`config.mk`:
```
export PLATFORM = sky130hd
export DESIGN_NAME = sram_byte_bridge
export DESIGN_NICKNAME = d
export VERILOG_FILES = /design/src/rtl/sram_byte_bridge.sv
export SDC_FILE = /design/constraint.sdc
export NUM_CORES = 1
export LEC_CHECK = 0
export CORE_AREA = 2 2 242 149
export CTS_CLUSTER_DIAMETER = 80
export DETAILED_ROUTE_END_ITERATION = 8
export DIE_AREA = 0 0 244 151
export GPL_ROUTABILITY_DRIVEN = 0
export PLACE_DENSITY_LB_ADDON = 0.08
export SLEW_MARGIN = 5
export SYNTH_ARGS = -nofsm -noshare
export SYNTH_HDL_FRONTEND = slang
export SYNTH_SLANG_ARGS = --single-unit
```
`constraint.sdc`:
```
create_clock -name i_clk -period 4.2 [get_ports i_clk]
set_clock_uncertainty 0.1 [all_clocks]
set_input_delay 0.63 -clock i_clk [delete_from_list [all_inputs] [get_ports i_clk]]
set_output_delay 0.63 -clock i_clk [all_outputs]
set_load 0.005 [all_outputs]
```
`src/rtl/sram_byte_bridge.sv`:
```
// sram_byte_bridge
//
// Bridges a byte-wide core SRAM interface (independent write and read
// ports) onto an array of 32-bit x 256-word dual-port SRAM macros
// (port 0 write-only, port 1 read-only), one macro per 1 kB bank.
//
// Byte writes to the same word are gathered in a write-combining buffer
// and committed as a single masked word write. Reads are served with a
// fixed two-cycle latency. The returned byte comes from the write buffer
// or the in-flight port-0 write when either holds a newer copy than the
// macro.
//
// Ports
//   i_clk, i_rst_n      clock, asynchronous active-low reset
//   i_waddr/i_wdata     byte write address / data, strobed by i_wen
//   i_raddr/i_ren       byte read address / strobe
//   o_rdata/o_rvalid    read byte, valid for one cycle
//   i_flush             force the pending buffer to commit
//   o_pending           write buffer holds uncommitted data
//   o_mem_csb0          port-0 chip selects (active-low, one per bank)
//   o_mem_wmask0        port-0 byte write mask
//   o_mem_addr0         port-0 word address
//   o_mem_din0          port-0 write data
//   o_mem_csb1          port-1 chip selects (active-low, one per bank)
//   o_mem_addr1         port-1 word address
//   i_mem_dout1         port-1 read data, bank b at [b*32 +: 32]
module sram_byte_bridge #(
    parameter int MEMSIZE    = 8192,
    parameter int IDLE_FLUSH = 4,
    localparam int AW        = $clog2(MEMSIZE),
    localparam int NBANKS    = MEMSIZE / 1024,
    localparam int WAW       = 8
) (
    input  logic                   i_clk,
    input  logic                   i_rst_n,
    input  logic [AW-1:0]          i_waddr,
    input  logic [7:0]             i_wdata,
    input  logic                   i_wen,
    input  logic [AW-1:0]          i_raddr,
    input  logic                   i_ren,
    output logic [7:0]             o_rdata,
    output logic                   o_rvalid,
    input  logic                   i_flush,
    output logic                   o_pending,
    output logic [NBANKS-1:0]      o_mem_csb0,
    output logic [3:0]             o_mem_wmask0,
    output logic [WAW-1:0]         o_mem_addr0,
    output logic [31:0]            o_mem_din0,
    output logic [NBANKS-1:0]      o_mem_csb1,
    output logic [WAW-1:0]         o_mem_addr1,
    input  logic [NBANKS*32-1:0]   i_mem_dout1
);

    // Bank index width; a single-bank build keeps a 1-bit index tied to 0.
    localparam int BW = (NBANKS > 1) ? AW - 10 : 1;
    localparam logic [3:0] IDLE_LAST = 4'(IDLE_FLUSH - 1);

    // Write-combining buffer state
    logic                buf_valid;
    logic [AW-3:0]       buf_waddr;
    logic [31:0]         buf_data;
    logic [3:0]          buf_mask;
    logic [3:0]          idle_cnt;

    logic                buf_valid_d;
    logic [AW-3:0]       buf_waddr_d;
    logic [31:0]         buf_data_d;
    logic [3:0]          buf_mask_d;
    logic [3:0]          idle_cnt_d;
    logic                commit;

    // Address decode helpers
    logic [BW-1:0]       buf_bank;
    logic [BW-1:0]       rd_bank;
    logic [NBANKS-1:0]   buf_onehot;
    logic [NBANKS-1:0]   rd_onehot;
    logic [1:0]          wr_lane;
    logic [1:0]          rd_lane;
    logic [3:0]          wr_lane_bit;
    logic [31:0]         wr_placed;
    logic [31:0]         wr_keep;
    logic                same_word;

    // Read pipeline
    logic                rd_pend;
    logic [1:0]          rd_lane_q;
    logic [BW-1:0]       rd_bank_q;
    logic                fwd_hit_q;
    logic [7:0]          fwd_byte_q;
    logic                buf_hit;
    logic                fly_hit;
    logic [7:0]          fwd_byte_d;
    logic [31:0]         macro_word;
    logic [7:0]          macro_byte;

    function automatic logic [7:0] lane_byte(input logic [31:0] word, input logic [1:0] lane);
        logic [7:0] b;
        case (lane)
            2'd0:    b = word[7:0];
            2'd1:    b = word[15:8];
            2'd2:    b = word[23:16];
            default: b = word[31:24];
        endcase
        return b;
    endfunction

    generate
        if (NBANKS > 1) begin : g_bank
            assign buf_bank = buf_waddr[AW-3:8];
            assign rd_bank  = i_raddr[AW-1:10];
        end else begin : g_nobank
            assign buf_bank = '0;
            assign rd_bank  = '0;
        end
    endgenerate

    assign wr_lane     = i_waddr[1:0];
    assign rd_lane     = i_raddr[1:0];
    assign wr_lane_bit = 4'b0001 << wr_lane;
    assign wr_placed   = {24'h0, i_wdata} << {wr_lane, 3'b000};
    assign wr_keep     = ~(32'h0000_00FF << {wr_lane, 3'b000});
    assign same_word   = (i_waddr[AW-1:2] == buf_waddr);
    assign o_pending   = buf_valid;

    // Bank one-hot decodes for the buffered word and the read address.
    always_comb begin
        buf_onehot = '0;
        rd_onehot  = '0;
        for (int b = 0; b < NBANKS; b++) begin
            if (BW'(b) == buf_bank) buf_onehot[b] = 1'b1;
            if (BW'(b) == rd_bank)  rd_onehot[b]  = 1'b1;
        end
    end

    // Next buffer state. A write to a different word evicts the current
    // contents as a commit and starts a fresh buffer in the same edge.
    // Without a write, a full, flushed or timed-out buffer commits.
    always_comb begin
        buf_valid_d = buf_valid;
        buf_waddr_d = buf_waddr;
        buf_data_d  = buf_data;
        buf_mask_d  = buf_mask;
        idle_cnt_d  = idle_cnt;
        commit      = 1'b0;
        if (i_wen) begin
            if (!buf_valid || !same_word) begin
                commit      = buf_valid;
                buf_valid_d = 1'b1;
                buf_waddr_d = i_waddr[AW-1:2];
                buf_data_d  = wr_placed;
                buf_mask_d  = wr_lane_bit;
            end else begin
                buf_data_d  = (buf_data & wr_keep) | wr_placed;
                buf_mask_d  = buf_mask | wr_lane_bit;
            end
            idle_cnt_d = 4'd0;
        end else if (buf_valid) begin
            if (i_flush || (buf_mask == 4'hF) || (idle_cnt == IDLE_LAST)) begin
                commit      = 1'b1;
                buf_valid_d = 1'b0;
                buf_data_d  = '0;
                buf_mask_d  = '0;
                idle_cnt_d  = 4'd0;
            end else begin
                idle_cnt_d  = idle_cnt + 4'd1;
            end
        end
    end

    always_ff @(posedge i_clk or negedge i_rst_n) begin
        if (!i_rst_n) begin
            buf_valid <= 1'b0;
            buf_waddr <= '0;
            buf_data  <= '0;
            buf_mask  <= '0;
            idle_cnt  <= '0;
        end else begin
            buf_valid <= buf_valid_d;
            buf_waddr <= buf_waddr_d;
            buf_data  <= buf_data_d;
            buf_mask  <= buf_mask_d;
            idle_cnt  <= idle_cnt_d;
        end
    end

    // Port-0 registers: a commit drives one cycle of chip select for the
    // buffer's bank. Lanes outside the mask are always zero in buf_data.
    // Mask/address/data hold after the pulse so the in-flight forwarding
    // compare only needs to look at the chip select.
    always_ff @(posedge i_clk or negedge i_rst_n) begin
        if (!i_rst_n) begin
            o_mem_csb0   <= '1;
            o_mem_wmask0 <= '0;
            o_mem_addr0  <= '0;
            o_mem_din0   <= '0;
        end else if (commit) begin
            o_mem_csb0   <= ~buf_onehot;
            o_mem_wmask0 <= buf_mask;
            o_mem_addr0  <= buf_waddr[WAW-1:0];
            o_mem_din0   <= buf_data;
        end else begin
            o_mem_csb0   <= '1;
        end
    end

    assign o_mem_csb1  = i_ren ? ~rd_onehot : '1;
    assign o_mem_addr1 = i_raddr[9:2];

    // Forwarding snapshot at the request edge. The buffer is the newest
    // copy, the port-0 register is written into the macro on this very
    // edge and so is invisible to the macro read.
    always_comb begin
        buf_hit    = buf_valid && (buf_waddr == i_raddr[AW-1:2]) && buf_mask[rd_lane];
        fly_hit    = (|(~o_mem_csb0 & rd_onehot)) && (o_mem_addr0 == i_raddr[9:2])
                     && o_mem_wmask0[rd_lane];
        fwd_byte_d = buf_hit ? lane_byte(buf_data, rd_lane) : lane_byte(o_mem_din0, rd_lane);
    end

    always_comb begin
        macro_word = '0;
        for (int b = 0; b < NBANKS; b++) begin
            if (BW'(b) == rd_bank_q) macro_word = i_mem_dout1[b*32 +: 32];
        end
        macro_byte = lane_byte(macro_word, rd_lane_q);
    end

    // Two-stage read pipeline: request snapshot, then registered output.
    always_ff @(posedge i_clk or negedge i_rst_n) begin
        if (!i_rst_n) begin
            rd_pend    <= 1'b0;
            rd_lane_q  <= '0;
            rd_bank_q  <= '0;
            fwd_hit_q  <= 1'b0;
            fwd_byte_q <= '0;
            o_rvalid   <= 1'b0;
            o_rdata    <= '0;
        end else begin
            rd_pend  <= i_ren;
            o_rvalid <= rd_pend;
            if (i_ren) begin
                rd_lane_q  <= rd_lane;
                rd_bank_q  <= rd_bank;
                fwd_hit_q  <= buf_hit || fly_hit;
                fwd_byte_q <= fwd_byte_d;
            end
            if (rd_pend) begin
                o_rdata <= fwd_hit_q ? fwd_byte_q : macro_byte;
            end
        end
    end

endmodule
```
# Word-level counts from Yosys, hierarchy flattened
# Cells that the tools add are included.
# classes
n_addsub,1
magnitude_cmp,1
eq_ne,31
shifts,3
n_mux,54
n_bitwise,8
n_reduce_logical,20
# ops
cell,count
32-bit 2-to-1 mux,12
8-bit case mux with 3 select lines,3
3-bit == test (first input constant),12
32-bit AND,1
8-bit 2-to-1 mux,4
32-bit inverter,1
32-bit OR,1
8-bit by 5-bit left shift with 32-bit output,1
8-bit by 5-bit left shift with 32-bit output (first input constant),1
4-bit 2-to-1 mux,7
1-bit 2-to-1 mux,26
8-bit inverter,3
11-bit == test,2
2-bit by 3-bit == test with 1-bit output (first input constant),6
1-bit by 3-bit == test with 1-bit output (first input constant),3
3-bit zero test,3
8-bit AND,1
8-bit == test,1
8-bit OR reduction,1
4-bit by 1-bit adder with 4-bit output (second input constant),1
1-bit binary-select mux with 2-bit select,2
2-bit by 1-bit == test with 1-bit output (second input constant),2
2-bit == test (second input constant),2
4-bit by 2-bit == test with 1-bit output (second input constant),1
11 further kinds,21
# totals
register_bits,128
inputBits,295
out_inout_bits,78
word_cells,134

# Longest topological paths before layout
# Gate-level depths: netlist (run 1).
# depth
word_depth,11
mapped_depth,9
mapped_depth_nobuf,6

# Worst setup path after synthesis (run 1)
# No wires, ideal clock.
# synth_path
kind,input port to flip-flop
start,in i_raddr[10]
end,reg fwd_byte_q[1]
setup_time_ps,137
arrival_time_ps,1951
required_ps,3963
setup_slack_ps,2012
cell_stages,7
n_path_buf,2
cell_sequence,clkbuf_1 xnor2_1 nand4_1 nor4b_1 buf_2 mux2i_1 a21oi_1
# synth_between
elab_chain_cells,4
# synth_rtl
item,line_no,text
from (decl),39,"input logic [AW-1:0] i_raddr,"
11-bit == test,213,buf_hit = buf_valid && (buf_waddr == i_raddr[AW-1:2]) && buf_mask[rd_lane];
1-bit logical AND (2 in series),213,
8-bit 2-to-1 mux,216,"fwd_byte_d = buf_hit ? lane_byte(buf_data, rd_lane) : lane_byte(o_mem_din0, rd_lane);"
to (signal assigned),244,fwd_byte_q <= fwd_byte_d;
to (decl),89,logic [7:0] fwd_byte_q;
# No other way between the ends.
# A chain may end at the register's enable or synchronous reset.

# Worst setup path in the final report (run 1)
# layout_path
start,in i_ren
end,out o_mem_csb1[3]
# layout_between
elab_chain_cells,1
# layout_rtl
item,line_no,text
from (decl),40,"input logic i_ren,"
8-bit 2-to-1 mux,206,assign o_mem_csb1 = i_ren ? ~rd_onehot : '1;
to (decl),49,"output logic [NBANKS-1:0] o_mem_csb1,"
# No other way between the ends.

==> run metrics, run 1 <==
pre-CTS setup slack 0.874 ns; Resized Gates After CTS 0; number of max-cap violations 0; cell area after synthesis 8520 sq um; Setup WS post-layout 1.15 ns; setup repair bufs after CTS 0; largest net degree at the start of global routing 83; wire length per cell 23.2 um; DP HPWL 28.8 mm; final wirelength 36.9 mm; All-Layer GR Usage 19.6%; YS warnings 0; DP Cell Count 1,557; status complete, no violations; Leakage 5.33 nW; global-route wire length before repair 53.1 mm; first drt pass iteration count 5; measured slew at the worst slew-check pin 0.967 ns; CTS buffer count 17; vias in the first global route 8,012; TNS Setup 0 ns; Worst-path clk slew 0.06 ns; Avg Inst Size Synth 11.2 sq um; CTS max path bufs 2; insertion delay to the later sink of the worst-skew pair 0.43 ns; top_reg_cell synth dfrtp_1; TritonCTS clock tree yes; Post-synth EDFFs 0; # hold bufs at CTS 0; CP Class input port to output pin; cells after synthesis 764; unrepaired setup endpoints after global routing false; max-slew violations 0; htree depth 4; root buf cell clkbuf_16; HP Class input port to asynchronous set/reset pin; Post-Syn Nets 1,060; Setup violations, final 0; initial antenna violation count 0; Max-slew headroom 35.5%; Final Critical Period 3.05 ns; post-synth cell types 68; total number of vias 7,800; Core Rows 53; Chip Width 244 um; share of cells above drive strength 1 18.6%; post-detailed-route count of antenna-violating nets 0; I/O pin count 373; Power Density 325 nW/um^2; vias per cell 4.91; fin cells 1,590; DRT iter0 DRCs 549; Util after Layout 38.5%; asr flop ratio synth 100%; critical path arrival 2.32 ns; Fin. Hold Viols 0; Startpoint Class input port; critical path fanouts, max 11; Max VDD drop 0.300 mV; post-synthesis register bit count 128; CTS Sinks 128; Max Freq 327 MHz; initial core utilization 24.7%; Syn-to-layout area delta 56.3%; # nets final 1,405; critical path required time 3.47 ns; grt total ovfl 0; IO Port Bufs 372; drt drc 0; sequential fraction of the synthesis area 37.7%; DIE AREA 36,800 sq um; Worst setup EP type output pin; Die H 151 um; core area 34,500 sq um; fin crit share 72.7%
==> through the flow <==
stage	hold WS [ns]	power [W]	area [sq um]
finish	0.125	0.00433	13300
global route	0.199	0.00454	13300
CTS	0.196	0.00438	13300
detailed placement	0.413	0.00271	12700
global placement	0.412	0.00271	12700
floorplan	0.234	0.00204	8520
==> flip-flops by register name, summed over array words and instances, names as in the netlist, 8 cells and up <==
register / cells
fwd_byte_q: 8
o_mem_din0: 32
buf_data: 32
buf_waddr: 11
o_mem_csb0: 8
o_rdata: 8
o_mem_addr0: 8
==> power by group <==
group          leakage, nW  internal, W  switching [W]  total (W)
clock                0.310      0.00107       0.000584    0.00165
combinational         3.39     0.000706       0.000502    0.00121
sequential            1.63      0.00134       0.000128    0.00147
==> critical path, cell delays in order <==
cell and delay (ns):
clkdlybuf4s50_1 0.80, nor2b_1 0.32, nand3_1 0.10, clkdlybuf4s50_1 0.47
==> area by class of cell <==
cell class | instances | area, sq um
multi-input combinational | 555 | 4910
timing repair buffer | 398 | 3920
fill | 3444 | 21200
antenna | 1 | 2.50
tap | 467 | 584
clock inverter | 13 | 209
clock buffer | 19 | 443
sequential | 128 | 3220
inverter | 9 | 33.8
==> kinds of logic after synthesis <==
| family | after synthesis | synth area share [%] |
|---|---|---|
| AO/OA/AOI/OAI | 208 | 17.6 |
| AND/OR/NAND/NOR | 153 | 9.78 |
| adder cells (fa/ha/maj) | 1 | 0.147 |
| multiplexers | 163 | 26.8 |
| buffers and inverters | 81 | 4.92 |
| flip-flops | 128 | 37.7 |
| XOR/XNOR | 30 | 3.08 |
==> routing by layer <==
layer | global-route usage [%] | up-vias | part of all wire (%)
li1 | - | 3651 | -
met1 | 29.1 | 3916 | 49
met2 | 29.1 | 207 | 45
met3 | 4.43 | 26 | 5.1
met4 | 3.72 | 0 | 0.99
met5 | 0 | - | 0
==> synth_stat cells (8+ instances only) <==
cell	n	area share (%)
inv_1	8	0.35
xor2_1	16	1.6
a22o_1	32	3.3
nor3_1	11	0.65
buf_2	29	1.7
clkbuf_1	20	0.88
nand3b_1	9	0.79
nor2_1	39	1.7
nand3_1	10	0.59
nand2b_1	10	0.73
dfrtp_1	120	35
nand2_1	22	0.97
o22ai_1	26	1.9
a21oi_1	37	2.2
dfstp_2	8	2.5
nor2b_1	22	1.6
buf_4	15	1.3
mux4_2	42	11
mux2i_1	37	4.3
o21ai_0	20	1.2
mux2_2	79	10
a21o_1	22	1.9
xnor2_1	14	1.4
==> path summary, 6_finish.rpt <==
check	start	endpoint	slack, ns	cells past startpoint
min reg2reg	fwd_byte_q[7]	fwd_byte_q[7]	0.42	2
max in group asynchronous	i_rst_n	o_mem_csb0[0]	2.83	2
max reg2reg	rd_bank_q[1]	o_rdata[3]	1.34	6
max	i_ren	o_mem_csb1[3]	1.15	4
min in group i_clk	fwd_byte_q[7]	fwd_byte_q[7]	0.42	2
min	i_rst_n	o_mem_din0[11]	0.12	1
==> cells in the final DEF, fill, tap and decap left out, types with 6 or more instances in the layout <==
cell,n
a211oi_1,6
buf_4,26
clkbuf_16,17
nor2_1,39
a21oi_1,37
inv_1,8
nand2b_1,10
xor2_1,16
nand3_1,10
a21o_1,22
o221ai_1,6
nand3b_1,9
nand2_1,22
mux2_2,79
mux4_2,42
a221oi_1,7
a22o_1,32
dfstp_2,8
nor3_1,11
clkdlybuf4s50_1,371
o22ai_1,26
xnor2_1,14
o21ai_0,20
dfrtp_1,117
mux2i_1,37
or2_2,6
a2111oi_0,6
nor2b_1,22
nand4_1,7
(Power assumes the default switching activity.)
==> run 2, diff against run 1 <==
==> constraint.sdc (replaced) <==
create_clock -name i_clk -period 2.92 [get_ports i_clk]
set_clock_uncertainty 0.1 [all_clocks]
set_input_delay 0.438 -clock i_clk [delete_from_list [all_inputs] [get_ports i_clk]]
set_output_delay 0.438 -clock i_clk [all_outputs]
set_load 0.005 [all_outputs]
==> run metrics, run 2 (synthesized netlist as in run 1, its figures left out) <==
status complete, no violations; TNS Setup 0 ns; Max VDD drop 0.422 mV; root buf cell clkbuf_16; post-detailed-route count of antenna-violating nets 0; Max Freq 388 MHz; All-Layer GR Usage 19.5%; Worst setup EP type register; critical path required time 3.10 ns; core area 34,500 sq um; htree depth 4; unrepaired setup endpoints after global routing false; layout filler cell count 3,426; largest net degree at the start of global routing 55; CTS Sinks 128; Final Critical Period 2.58 ns; Flop pwr share 34.6%; Worst Hold Path Cells 1; commonest non-fill, non-tap cells in the layout clkdlybuf4s50_1, dfrtp_1, mux2_2; DRT iter0 DRCs 471; TritonCTS clock tree yes; Die H 151 um; Power Density 448 nW/um^2; worst r2r path cells 6; DIE AREA 36,800 sq um; Leakage 5.44 nW; HP Class register to register; CTS max path bufs 2; Syn-to-layout area delta 58.4%; DP HPWL 29.7 mm; Worst-path clk slew 0.06 ns; CTS buffer count 17; max-slew violations 0; measured slew at the worst slew-check pin 0.830 ns; Setup violations, final 0; insertion delay to the later sink of the worst-skew pair 0.42 ns; number of max-cap violations 0; Fin. Hold Viols 0; Setup WS post-layout 0.340 ns; Gate power share 30.0%; Resized Gates After CTS 0; Chip Width 244 um; global-route wire length before repair 53.0 mm; share of cells above drive strength 1 19.9%; commonest non-fill, non-tap cell in the layout clkdlybuf4s50_1; Largest regs buf_data: 32 flops, o_mem_din0: 32 flops, buf_waddr: 11 flops; Util after Layout 39.1%; sw frac 28.1%; wire length per cell 23.1 um; Core Rows 53; final wirelength 37.2 mm; grt total ovfl 0; initial core utilization 24.7%; # nets final 1,427; CP peak stage delay 0.58 ns; CP Class register to register; setup repair bufs after CTS 0; IO Port Bufs 372; fin cells 1,612; drt drc 0; total number of vias 7,864; switching pwr 0.00170 W; pre-CTS setup slack 0.0752 ns; Startpoint Class register; first drt pass iteration count 5; critical path arrival 2.76 ns; Clock power frac 35.4%; critical path fanouts, max 18; slowest CP cell dfrtp_4; crit-path cells buf_4 > mux2_2 > a221o_1 > and4_1 > a2111oi_0 > a21oi_1; Internal 0.00435 W; initial antenna violation count 2; I/O pin count 373; fin crit share 88.4%; vias per cell 4.88; DP Cell Count 1,578; Max-slew headroom 43.2%; vias in the first global route 8,059
-- run 2: cell types whose count changed in the layout (fill, tap and decap cells not counted), moves of 2 or more --
| cell | before | now |
|---|---|---|
| clkinv_2 | 2 | 4 |
| bufinv_16 | 5 | 2 |
| buf_4 | 26 | 41 |
| diode_2 | 1 | 3 |
| clkbuf_8 | 1 | 5 |
| buf_12 | 0 | 6 |
| clkinv_4 | 2 | 0 |
| clkinvlp_4 | 3 | 0 |
-- run 2: final cells by class --
type,count,area (sq um),area share [%]
Antenna cell,3,7.51,0.0556
Clock inverter,6,80.1,0.593
Inverter,9,33.8,0.250
Multi-Input combinational cell,555,4910,36.4
Clock buffer,24,502,3.72
Tap cell,467,584,4.33
Sequential cell,128,3220,23.9
Timing Repair Buffer,420,4160,30.8
-- run 2: critical path, delay by kind of cell (launching register included) --
| family | cells | cell delay (ns) |
|---|---|---|
| buf+inv | 1 | 0.22 |
| simple gates | 1 | 0.19 |
| flops | 1 | 0.58 |
| compound gates | 3 | 1.00 |
| mux | 1 | 0.35 |
-- run 2: repair_timing --
action,in CTS,in global routing
setup endpoints to repair,0,0
endpoints found under the hold margin,51,0
hold buffers,1,0
-- run 2: worst paths after layout --
kind,start,endpoint,slack [ns]
setup reg to reg,rd_bank_q[1],o_rdata[7],0.34
min in group asynchronous,i_rst_n,o_mem_din0[11],0.44
setup / recovery,rd_bank_q[1],o_rdata[7],0.34
hold / removal,buf_data[22],buf_data[22],0.42
max in group asynchronous,i_rst_n,o_rdata[1],1.55
hold reg to reg,buf_data[22],buf_data[22],0.42
-- run 2: layer usage --
| layer | global-route usage, % | vias up | wire, um | part of all wire [%] |
|---|---|---|---|---|
| li1 | - | 3689 | - | - |
| met1 | 29.4 | 3928 | 18200 | 49 |
| met2 | 28.8 | 223 | 16800 | 45 |
| met3 | 3.60 | 24 | 1750 | 4.7 |
| met4 | 4.54 | 0 | 404 | 1.1 |
| met5 | 0 | - | 0 | 0 |
-- run 2: power by group through the flow --
stage / registers, W / logic (W) / clock network, W
CTS: 0.00210 / 0.00183 / 0.00220
detailed placement: 0.00212 / 0.00182 / 0
global placement: 0.00213 / 0.00182 / 0
global route: 0.00212 / 0.00195 / 0.00229
finish: 0.00209 / 0.00182 / 0.00214
floorplan: 0.00206 / 0.000868 / 0
-- run 2: stage by stage --
stage                     total power (W)  instance area (sq um)  hold WS, ns
after floorplan                   0.00293                   8520       0.0424
after global placement            0.00395                  12900        0.350
after detailed placement          0.00395                  12900        0.345
after CTS                         0.00613                  13500        0.423
after global routing              0.00635                  13500        0.434
final                             0.00605                  13500        0.415
